**src/rtl/store_pkg.sv**
```systemverilog
// Shared encodings and helpers for the MEM-stage store sequencer.
package store_pkg;

  localparam int unsigned DATA_W = 32;
  localparam int unsigned SEL_W  = 6;

  localparam logic [SEL_W-1:0] SEL_SB = 6'b010000;
  localparam logic [SEL_W-1:0] SEL_SH = 6'b010001;
  localparam logic [SEL_W-1:0] SEL_SW = 6'b010010;

  typedef enum logic [1:0] {
    IDLE  = 2'd0,
    BEAT0 = 2'd1,
    BEAT1 = 2'd2
  } state_e;

  // Store size in bytes; 0 marks an illegal select.
  function automatic logic [2:0] size_of(input logic [SEL_W-1:0] sel);
    case (sel)
      SEL_SB:  size_of = 3'd1;
      SEL_SH:  size_of = 3'd2;
      SEL_SW:  size_of = 3'd4;
      default: size_of = 3'd0;
    endcase
  endfunction

endpackage

```
**src/rtl/store_lane_align.sv**
```systemverilog
// Places right-justified store data into a two-word lane space and builds
// the matching byte enables; split flags a store that spills into word+1.
module store_lane_align
  import store_pkg::*;
(
  input  logic [SEL_W-1:0]  sel_i,
  input  logic [1:0]        off_i,
  input  logic [DATA_W-1:0] data_i,
  output logic [63:0]       d64_o,
  output logic [7:0]        be64_o,
  output logic              split_o
);

  logic [2:0]        size;
  logic [DATA_W-1:0] mask;
  logic [7:0]        be_base;

  always_comb begin
    size    = size_of(sel_i);
    mask    = '0;
    be_base = '0;
    case (size)
      3'd1: begin mask = 32'h0000_00FF; be_base = 8'h01; end
      3'd2: begin mask = 32'h0000_FFFF; be_base = 8'h03; end
      3'd4: begin mask = 32'hFFFF_FFFF; be_base = 8'h0F; end
      default: ;
    endcase
    d64_o   = {32'h0, data_i & mask} << {off_i, 3'b000};
    be64_o  = be_base << off_i;
    split_o = |be64_o[7:4];
  end

endmodule

```
**src/rtl/store_access_sequencer.sv**
```systemverilog
// Accepts one store at a time and drives it to data memory as one or two
// aligned, handshaked write beats while stalling the pipeline.
module store_access_sequencer
  import store_pkg::*;
#(
  parameter int unsigned ADDR_WIDTH = 32
) (
  input  logic                  clk,
  input  logic                  reset_n,
  input  logic                  req_valid,
  output logic                  req_ready,
  input  logic [SEL_W-1:0]      req_aluSelect,
  input  logic [ADDR_WIDTH-1:0] req_addr,
  input  logic [DATA_W-1:0]     req_data,
  output logic                  mem_wr_en,
  output logic [ADDR_WIDTH-1:0] mem_addr,
  output logic [DATA_W-1:0]     mem_wdata,
  output logic [3:0]            mem_be,
  input  logic                  mem_ack,
  output logic                  stall,
  output logic                  done,
  output logic                  err_illegal
);

  logic [63:0] d64;
  logic [7:0]  be64;
  logic        split;

  store_lane_align u_align (
    .sel_i   (req_aluSelect),
    .off_i   (req_addr[1:0]),
    .data_i  (req_data),
    .d64_o   (d64),
    .be64_o  (be64),
    .split_o (split)
  );

  state_e                state_q, state_d;
  logic                  wr_en_q, wr_en_d;
  logic [ADDR_WIDTH-1:0] addr_q, addr_d;
  logic [DATA_W-1:0]     wdata_q, wdata_d;
  logic [3:0]            be_q, be_d;
  logic                  done_q, done_d;
  logic                  err_q, err_d;
  logic                  stall_q, stall_d;
  logic                  ready_q, ready_d;
  logic                  split_q, split_d;
  logic [3:0]            hi_be_q, hi_be_d;
  logic [DATA_W-1:0]     hi_wdata_q, hi_wdata_d;

  logic accept;
  logic legal;
  logic finish;

  assign accept = req_valid & ready_q;
  assign legal  = (size_of(req_aluSelect) != 3'd0);

  // Next-state and registered-output values.
  always_comb begin
    state_d    = state_q;
    wr_en_d    = wr_en_q;
    addr_d     = addr_q;
    wdata_d    = wdata_q;
    be_d       = be_q;
    done_d     = 1'b0;
    err_d      = 1'b0;
    stall_d    = stall_q;
    ready_d    = ready_q;
    split_d    = split_q;
    hi_be_d    = hi_be_q;
    hi_wdata_d = hi_wdata_q;
    finish     = 1'b0;

    case (state_q)
      IDLE: begin
        if (accept) begin
          if (legal) begin
            state_d    = BEAT0;
            wr_en_d    = 1'b1;
            addr_d     = {req_addr[ADDR_WIDTH-1:2], 2'b00};
            be_d       = be64[3:0];
            wdata_d    = d64[31:0];
            split_d    = split;
            hi_be_d    = be64[7:4];
            hi_wdata_d = d64[63:32];
            stall_d    = 1'b1;
            ready_d    = 1'b0;
          end else begin
            err_d = 1'b1;
          end
        end
      end
      BEAT0: begin
        if (mem_ack) begin
          if (split_q) begin
            state_d = BEAT1;
            addr_d  = addr_q + ADDR_WIDTH'(4);
            be_d    = hi_be_q;
            wdata_d = hi_wdata_q;
          end else begin
            finish = 1'b1;
          end
        end
      end
      BEAT1: begin
        if (mem_ack) finish = 1'b1;
      end
      default: state_d = IDLE;
    endcase

    if (finish) begin
      state_d = IDLE;
      wr_en_d = 1'b0;
      done_d  = 1'b1;
      stall_d = 1'b0;
      ready_d = 1'b1;
    end
  end

  always_ff @(posedge clk or negedge reset_n) begin
    if (!reset_n) begin
      state_q    <= IDLE;
      wr_en_q    <= 1'b0;
      addr_q     <= '0;
      wdata_q    <= '0;
      be_q       <= '0;
      done_q     <= 1'b0;
      err_q      <= 1'b0;
      stall_q    <= 1'b0;
      ready_q    <= 1'b1;
      split_q    <= 1'b0;
      hi_be_q    <= '0;
      hi_wdata_q <= '0;
    end else begin
      state_q    <= state_d;
      wr_en_q    <= wr_en_d;
      addr_q     <= addr_d;
      wdata_q    <= wdata_d;
      be_q       <= be_d;
      done_q     <= done_d;
      err_q      <= err_d;
      stall_q    <= stall_d;
      ready_q    <= ready_d;
      split_q    <= split_d;
      hi_be_q    <= hi_be_d;
      hi_wdata_q <= hi_wdata_d;
    end
  end

  assign req_ready   = ready_q;
  assign mem_wr_en   = wr_en_q;
  assign mem_addr    = addr_q;
  assign mem_wdata   = wdata_q;
  assign mem_be      = be_q;
  assign stall       = stall_q;
  assign done        = done_q;
  assign err_illegal = err_q;

endmodule

```
**config.mk**
```make
export PLATFORM = sky130hd
export DESIGN_NAME = store_access_sequencer
export DESIGN_NICKNAME = d
export VERILOG_FILES = /design/src/rtl/store_pkg.sv /design/src/rtl/store_lane_align.sv /design/src/rtl/store_access_sequencer.sv
export SDC_FILE = /design/constraint.sdc
export NUM_CORES = 1
export LEC_CHECK = 0
export ABC_AREA = 0
export BUFFER_PORTS_ARGS = -buffer_cell sky130_fd_sc_hd__buf_4
export CORE_MARGIN = 2
export CORE_UTILIZATION = 27
export DETAILED_ROUTE_END_ITERATION = 6
export SETUP_SLACK_MARGIN = 0.02
export SYNTH_ARGS = -nofsm -noshare
export SYNTH_HDL_FRONTEND = slang
export SYNTH_SLANG_ARGS = --single-unit
```
**constraint.sdc**
```tcl
create_clock -name clk -period 4.15 [get_ports clk]
set_input_delay 0.6225 -clock clk [delete_from_list [all_inputs] [get_ports clk]]
set_output_delay 0.6225 -clock clk [all_outputs]
set_load 0.01 [all_outputs]
```
==> results of run 1 <==
cell type report:
class | instances | area [µm²]
clock buffer | 9 | 225
clock inverter | 7 | 55.1
fill | 2010 | 12500
inverter | 14 | 52.6
multi-input combinational | 425 | 2640
sequential | 100 | 2500
tap | 265 | 332
timing repair buffer | 154 | 1170
cell usage in the layout (no fill, tap or decap), types with 9 or more instances in the layout:
cell,count
nand4_1,9
nand3_1,23
dfrtp_1,99
a21oi_1,28
o21ai_0,34
nand2_1,59
nor2_1,81
a22o_1,21
a31oi_1,10
a221oi_1,22
inv_1,13
a2bb2oi_1,10
buf_4,153
clkbuf_16,9
mux2i_1,12
sequential cells by signal (all words and copies together) (netlist names), 2 cells and up:
signal / flops
hi_wdata_q: 24
hi_be_q: 3
state_q: 2
mem_wdata: 32
mem_be: 4
mem_addr: 30
worst max-delay path, cell delays in order:
cell and delay, ns:
buf_4 0.12, or4b_4 0.66, o31ai_4 0.37, nand2_1 0.55, buf_4 0.45, a221oi_1 0.26, nor2_1 0.07
Yosys cell counts (all sizes together), types with 3 or more instances:
master / number / area, µm²
nor2: 83 / 330
o221ai: 3 / 26.3
a21oi: 28 / 140
or4: 3 / 22.5
o22ai: 8 / 50.1
nor4: 4 / 46.3
clkbuf: 18 / 67.6
a2bb2oi: 10 / 87.6
a311oi: 5 / 43.8
nand3b: 3 / 22.5
buf: 20 / 109
a22oi: 4 / 30.0
nand3: 24 / 125
a221oi: 22 / 193
and3: 6 / 37.5
o211ai: 3 / 22.5
a222oi: 8 / 80.1
o31a: 4 / 35.0
nand2: 59 / 221
nor3: 10 / 86.3
a31oi: 10 / 62.6
dfrtp: 99 / 2480
nand4: 9 / 56.3
o21ai: 34 / 170
ha: 4 / 50.1
a22o: 21 / 184
o31ai: 3 / 36.3
mux2i: 12 / 120
o32ai: 3 / 26.3
inv: 13 / 48.8
and2: 9 / 56.3
nand2b: 3 / 21.3
o22a: 5 / 43.8
worst paths after layout:
kind                                   startpoint                         to  cells after the start
max in group asynchronous                 reset_n  mem_wdata[11]$_DFFE_PN0P_                      2
hold reg to reg            hi_be_q[1]$_DFFE_PN0P_     hi_be_q[1]$_DFFE_PN0P_                      2
setup / recovery                 req_aluSelect[3]   mem_wdata[8]$_DFFE_PN0P_                      7
min in group clk           hi_be_q[1]$_DFFE_PN0P_     hi_be_q[1]$_DFFE_PN0P_                      2
hold / removal                            reset_n   mem_addr[15]$_DFFE_PN0P_                      1
setup reg to reg           state_q[0]$_DFFE_PN0P_   mem_wdata[8]$_DFFE_PN0P_                      8
through the flow:
step                power (W)  cell area (µm²)
detailed placement    0.00371             6690
global route          0.00483             6970
finish                0.00450             6970
floorplan             0.00280             5370
CTS                   0.00454             6970
global placement      0.00368             6690
routing by layer:
| metal | up-vias | wire [µm] | track usage (%) |
|---|---|---|---|
| li1 | 2423 | - | - |
| met1 | 2513 | 8350 | 25.0 |
| met2 | 244 | 8810 | 28.0 |
| met3 | 25 | 1440 | 3.58 |
| met4 | 0 | 255 | 5.00 |
| met5 | - | 0 | 0 |
power groups by stage:
stage	clock network, W	logic [W]	registers, W
6_report	0.000824	0.00203	0.00165
5_1_grt	0.000889	0.00224	0.00170
4_1_cts	0.000850	0.00205	0.00165
2_1_floorplan	0	0.00112	0.00169
3_5_place_dp	0	0.00204	0.00167
3_3_place_gp	0	0.00201	0.00167
cells by family after synthesis:
group,Yosys count,synth area share [%]
compound gates,186,25.4
xor+xnor,1,0.163
fa+ha+maj,4,0.934
buf+inv,52,4.27
flops,100,46.7
mux,13,2.45
other cells,1,0.0699
simple gates,219,20.0
==> flow_summary.yaml, run 1 <==
pwr:
  p_sw_w: 0.00188
  leakagePower_nw: 3.05
  intPower_w: 0.00262
  seq_power_share_pct: 36.6
  power_density_nw_per_um2: 645
  swShare_pct: 41.8
  clkPwrFrac_pct: 18.3
  ir_worst_vdd_mv: 0.334
  combinationalPowerShare_pct: 45.1
synthesis:
  yosys_warnings: 0
  ys_seq_area_share_pct: 46.7
  synth_edf_count: 0
  yosysUniqueCellTypes: 68
  synthesis.area_um2: 5360
  avgSynthCellArea_um2: 9.31
  synth-async-reset-ratio_pct: 100
  ys_seq_elements: 100
  ys.flop_type: "dfrtp_1"
  netlist_instances: 576
layout:
  layout-drive-gt1-share_pct: 27.1
  final_core_util_pct: 35.8
  final_cells: 974
  area_growth_pct: 30.1
  num_antenna_cells: 0
  layout.nets: 782
floorplan:
  rows: 51
  pin_count: 147
  start_util_pct: 27.5
  core_um2: 19500
  dieArea_um2: 21000
  die_w_um: 145
  die_h_um: 145
setup_path:
  end_kind: "flip-flop"
  worstPathRequired_ns: 4.39
  cp-start-kind: "input port"
  cp_max_fo: 29
  arrival_ns: 3.13
  worst-r2r-setup-slack_ns: 1.60
  critical_path_class: "input port to flip-flop"
place:
  hpwlAfterDp_mm: 13.5
  dpl.cell_count: 958
  gp_congestion: 0.840
  place_ws_ns: 0.882
  placement.io_buffers: 144
clocking:
  cts.repair.resized: 0
  h-tree-depth: 3
  cts_tree: "done"
  cts_setup_buffers: 0
  hold_buffers: 0
  ctsLongestPathBuffers: 2
  clock-root-buffer: "clkbuf_16"
  clk_pin_slew_ns: 0.08
  cts_buffers: 9
  clk_latency_ns: 0.36
  clock-sinks: 100
global_routing:
  grtUsageTotal_pct: 17.8
  first_global_vias: 5151
  grt_max_degree: 50
  gr-total-overflow: 0
  antenna_found_initial: 0
  grt_pass1_wl_mm: 29.8
sta:
  clock_skew_ns: 0.0122
  finalSetupTns_ns: 0
  final_hold_viol_count: 0
  rsz0062_at_grt: "no"
  period_share_pct: 69.6
  setup_viol: 0
  slew_violations: 0
  fin_crit_ns: 2.89
  hold_ws_ns: 0.261
  setup_slack_ns: 1.26
  fmax_ghz: 0.346
  relSlewSlack_pct: 19.7
  worst_pin_slew_ns: 1.20
flow_run:
  cap_violations: 0
detailed_routing:
  vias_per_cell: 5.34
  wl_mm: 18.9
  antenna_left: 0
  drt-initial-drc-count: 524
  wl_per_cell_um: 19.4
  firstDrtPassIters: 6
  route.detailed.drc: 0
  routed-via-count: 5205
run_status:
  status: "complete, no violations"
hold_path:
  hp-class: "input port to asynchronous set/reset pin"
No activity file was read; power rests on OpenSTA's default activity.
==> run 2: changes to the inputs <==
clock period = 2.4 ns   (was 4.15 ns; I/O delays follow)
==> run 2 against run 1 <==
  * Clock power is 84% higher
  * Sequential share of layout area is 2.0 points lower
  * Setup slack worse by 0.99 ns
  * Non-clock buffer count is 40 higher
  * Global-route usage is 0.33 points higher
  * Cell area is 5.9% higher
  * The flow now finishes with violations (negative hold slack)
  * Core utilization is 2.1 points higher
  * Die area stayed put
==> flow_summary.yaml, run 2 (synthesized netlist as in run 1, its figures left out) <==
global_routing:
  first_global_vias: 5199
  gr-total-overflow: 0
  grtUsageTotal_pct: 18.2
  grt_pass1_wl_mm: 30.1
  grt_max_degree: 41
  antenna_found_initial: 0
clocking:
  cts.repair.resized: 0
  hold_buffers: 0
  clock-sinks: 100
  h-tree-depth: 3
  ctsLongestPathBuffers: 2
  clk_pin_slew_ns: 0.08
  cts_setup_buffers: 0
  clk_latency_ns: 0.37
  cts_buffers: 9
  clock-root-buffer: "clkbuf_16"
  cts_tree: "done"
setup_path:
  crit_chain: "inv_1 -> ha_1 -> nand3_1 -> or3_1 -> buf_12 -> a221oi_1 -> nor2_1"
  worstPathRequired_ns: 2.65
  cp_num_buf_inv: 2
  arrival_ns: 2.38
  crit_path_max_incr_delay_ns: 0.48
  slowest_stage: "or3_1"
  critical_path_class: "flip-flop to flip-flop"
  cp_max_fo: 27
  end_kind: "flip-flop"
  cp_top_family: "simple AND/OR/NAND/NOR gates"
  cp-start-kind: "flip-flop"
  crit_path_start: "state_q[0]$_DFFE_PN0P_"
  r2r_start: "state_q[0]$_DFFE_PN0P_"
sta:
  clock_skew_ns: 0.0127
  setup_viol: 0
  rsz0062_at_grt: "no"
  period_share_pct: 88.9
  fin_crit_ns: 2.13
  fmax_ghz: 0.469
  relSlewSlack_pct: 59.2
  finalSetupTns_ns: 0
  worst_pin_slew_ns: 0.611
  slew_violations: 0
  hold_ws_ns: -0.0199
  final_hold_viol_count: 2
hold_path:
  hp-class: "input port to asynchronous set/reset pin"
layout:
  largest_reg_flops: 32
  num_antenna_cells: 0
  final_cells: 1014
  final_common_cell: "buf_4"
  area_growth_pct: 37.7
  layout.nets: 822
  layout-drive-gt1-share_pct: 31.0
  layout_common_cells: "186 x buf_4, 99 x dfrtp_1, 81 x nor2_1"
detailed_routing:
  wl_mm: 19.1
  vias_per_cell: 5.27
  antenna_left: 0
  drt-initial-drc-count: 398
  wl_per_cell_um: 18.8
  route.detailed.drc: 0
  routed-via-count: 5347
  firstDrtPassIters: 5
floorplan:
  start_util_pct: 27.5
  core_um2: 19500
  die_h_um: 145
  rows: 51
  dieArea_um2: 21000
  die_w_um: 145
  pin_count: 147
pwr:
  power_density_nw_per_um2: 1110
  ir_worst_vdd_mv: 0.433
  leakagePower_nw: 3.30
place:
  dpl.cell_count: 998
  hpwlAfterDp_mm: 14.3
  gp_congestion: 0.881
  placement.io_buffers: 144
flow_run:
  cap_violations: 0
run_status:
  violations: "negative hold slack"
  status: "finished with violations"
-- run 2: final cells by class --
type / count / area, µm²
timing repair buffer: 194 / 1560
sequential: 100 / 2500
clock inverter: 6 / 65.1
inverter: 14 / 52.6
clock buffer: 10 / 239
multi-input combinational: 425 / 2640
fill: 2009 / 12100
tap: 265 / 332
-- run 2: through the flow --
step	worst slack, ns	instance area [µm²]	hold WS [ns]	util (%)	power [W]
6_report	0.267	7380	-0.0199	37.9	0.00821
5_1_grt	0.0553	7380	0.0176	37.9	0.00878
4_1_cts	0.278	7380	0.00329	37.9	0.00829
3_5_place_dp	0.0183	7080	0.396	36.4	0.00675
3_3_place_gp	0.0711	7080	0.389	36.4	0.00668
2_1_floorplan	0.233	5370	0.0644	-	0.00485
-- run 2: per-layer routing --
metal	vias to the layer above	wire [µm]	part of all wire (%)	global-route usage (%)
met5	-	0	0	0
met4	0	359	1.9	6.14
met3	22	1440	7.6	3.49
met2	244	8750	46	27.6
met1	2575	8520	45	25.8
li1	2506	-	-	-
-- run 2: power breakdown --
group          leakage [nW]  total [W]  switching, W  internal (W)
logic                  1.91    0.00386       0.00207       0.00179
clock network         0.151    0.00152      0.000756      0.000769
registers              1.24    0.00283      0.000546       0.00228
total                  3.30    0.00821       0.00337       0.00484
-- run 2: worst reg2reg max path, cell delays in order (launching register included) --
cell and delay (ns):
dfrtp_1 0.41, inv_1 0.10, ha_1 0.28, nand3_1 0.20, or3_1 0.48, buf_12 0.21, a221oi_1 0.27, nor2_1 0.08
-- run 2: path summary, 6_finish.rpt --
path / end / slack, ns / cells after the start
worst min-delay path: mem_addr[13]$_DFFE_PN0P_ / -0.02 / 1
max in group asynchronous: req_ready$_DFFE_PN1P_ / 1.71 / 2
worst min register to register: mem_wdata[24]$_DFFE_PN0P_ / 0.48 / 2
worst max-delay path: hi_wdata_q[7]$_DFFE_PN0P_ / 0.27 / 7
worst max register to register: hi_wdata_q[7]$_DFFE_PN0P_ / 0.27 / 7
min in group clk: hi_wdata_q[22]$_DFFE_PN0P_ / 0.23 / 2
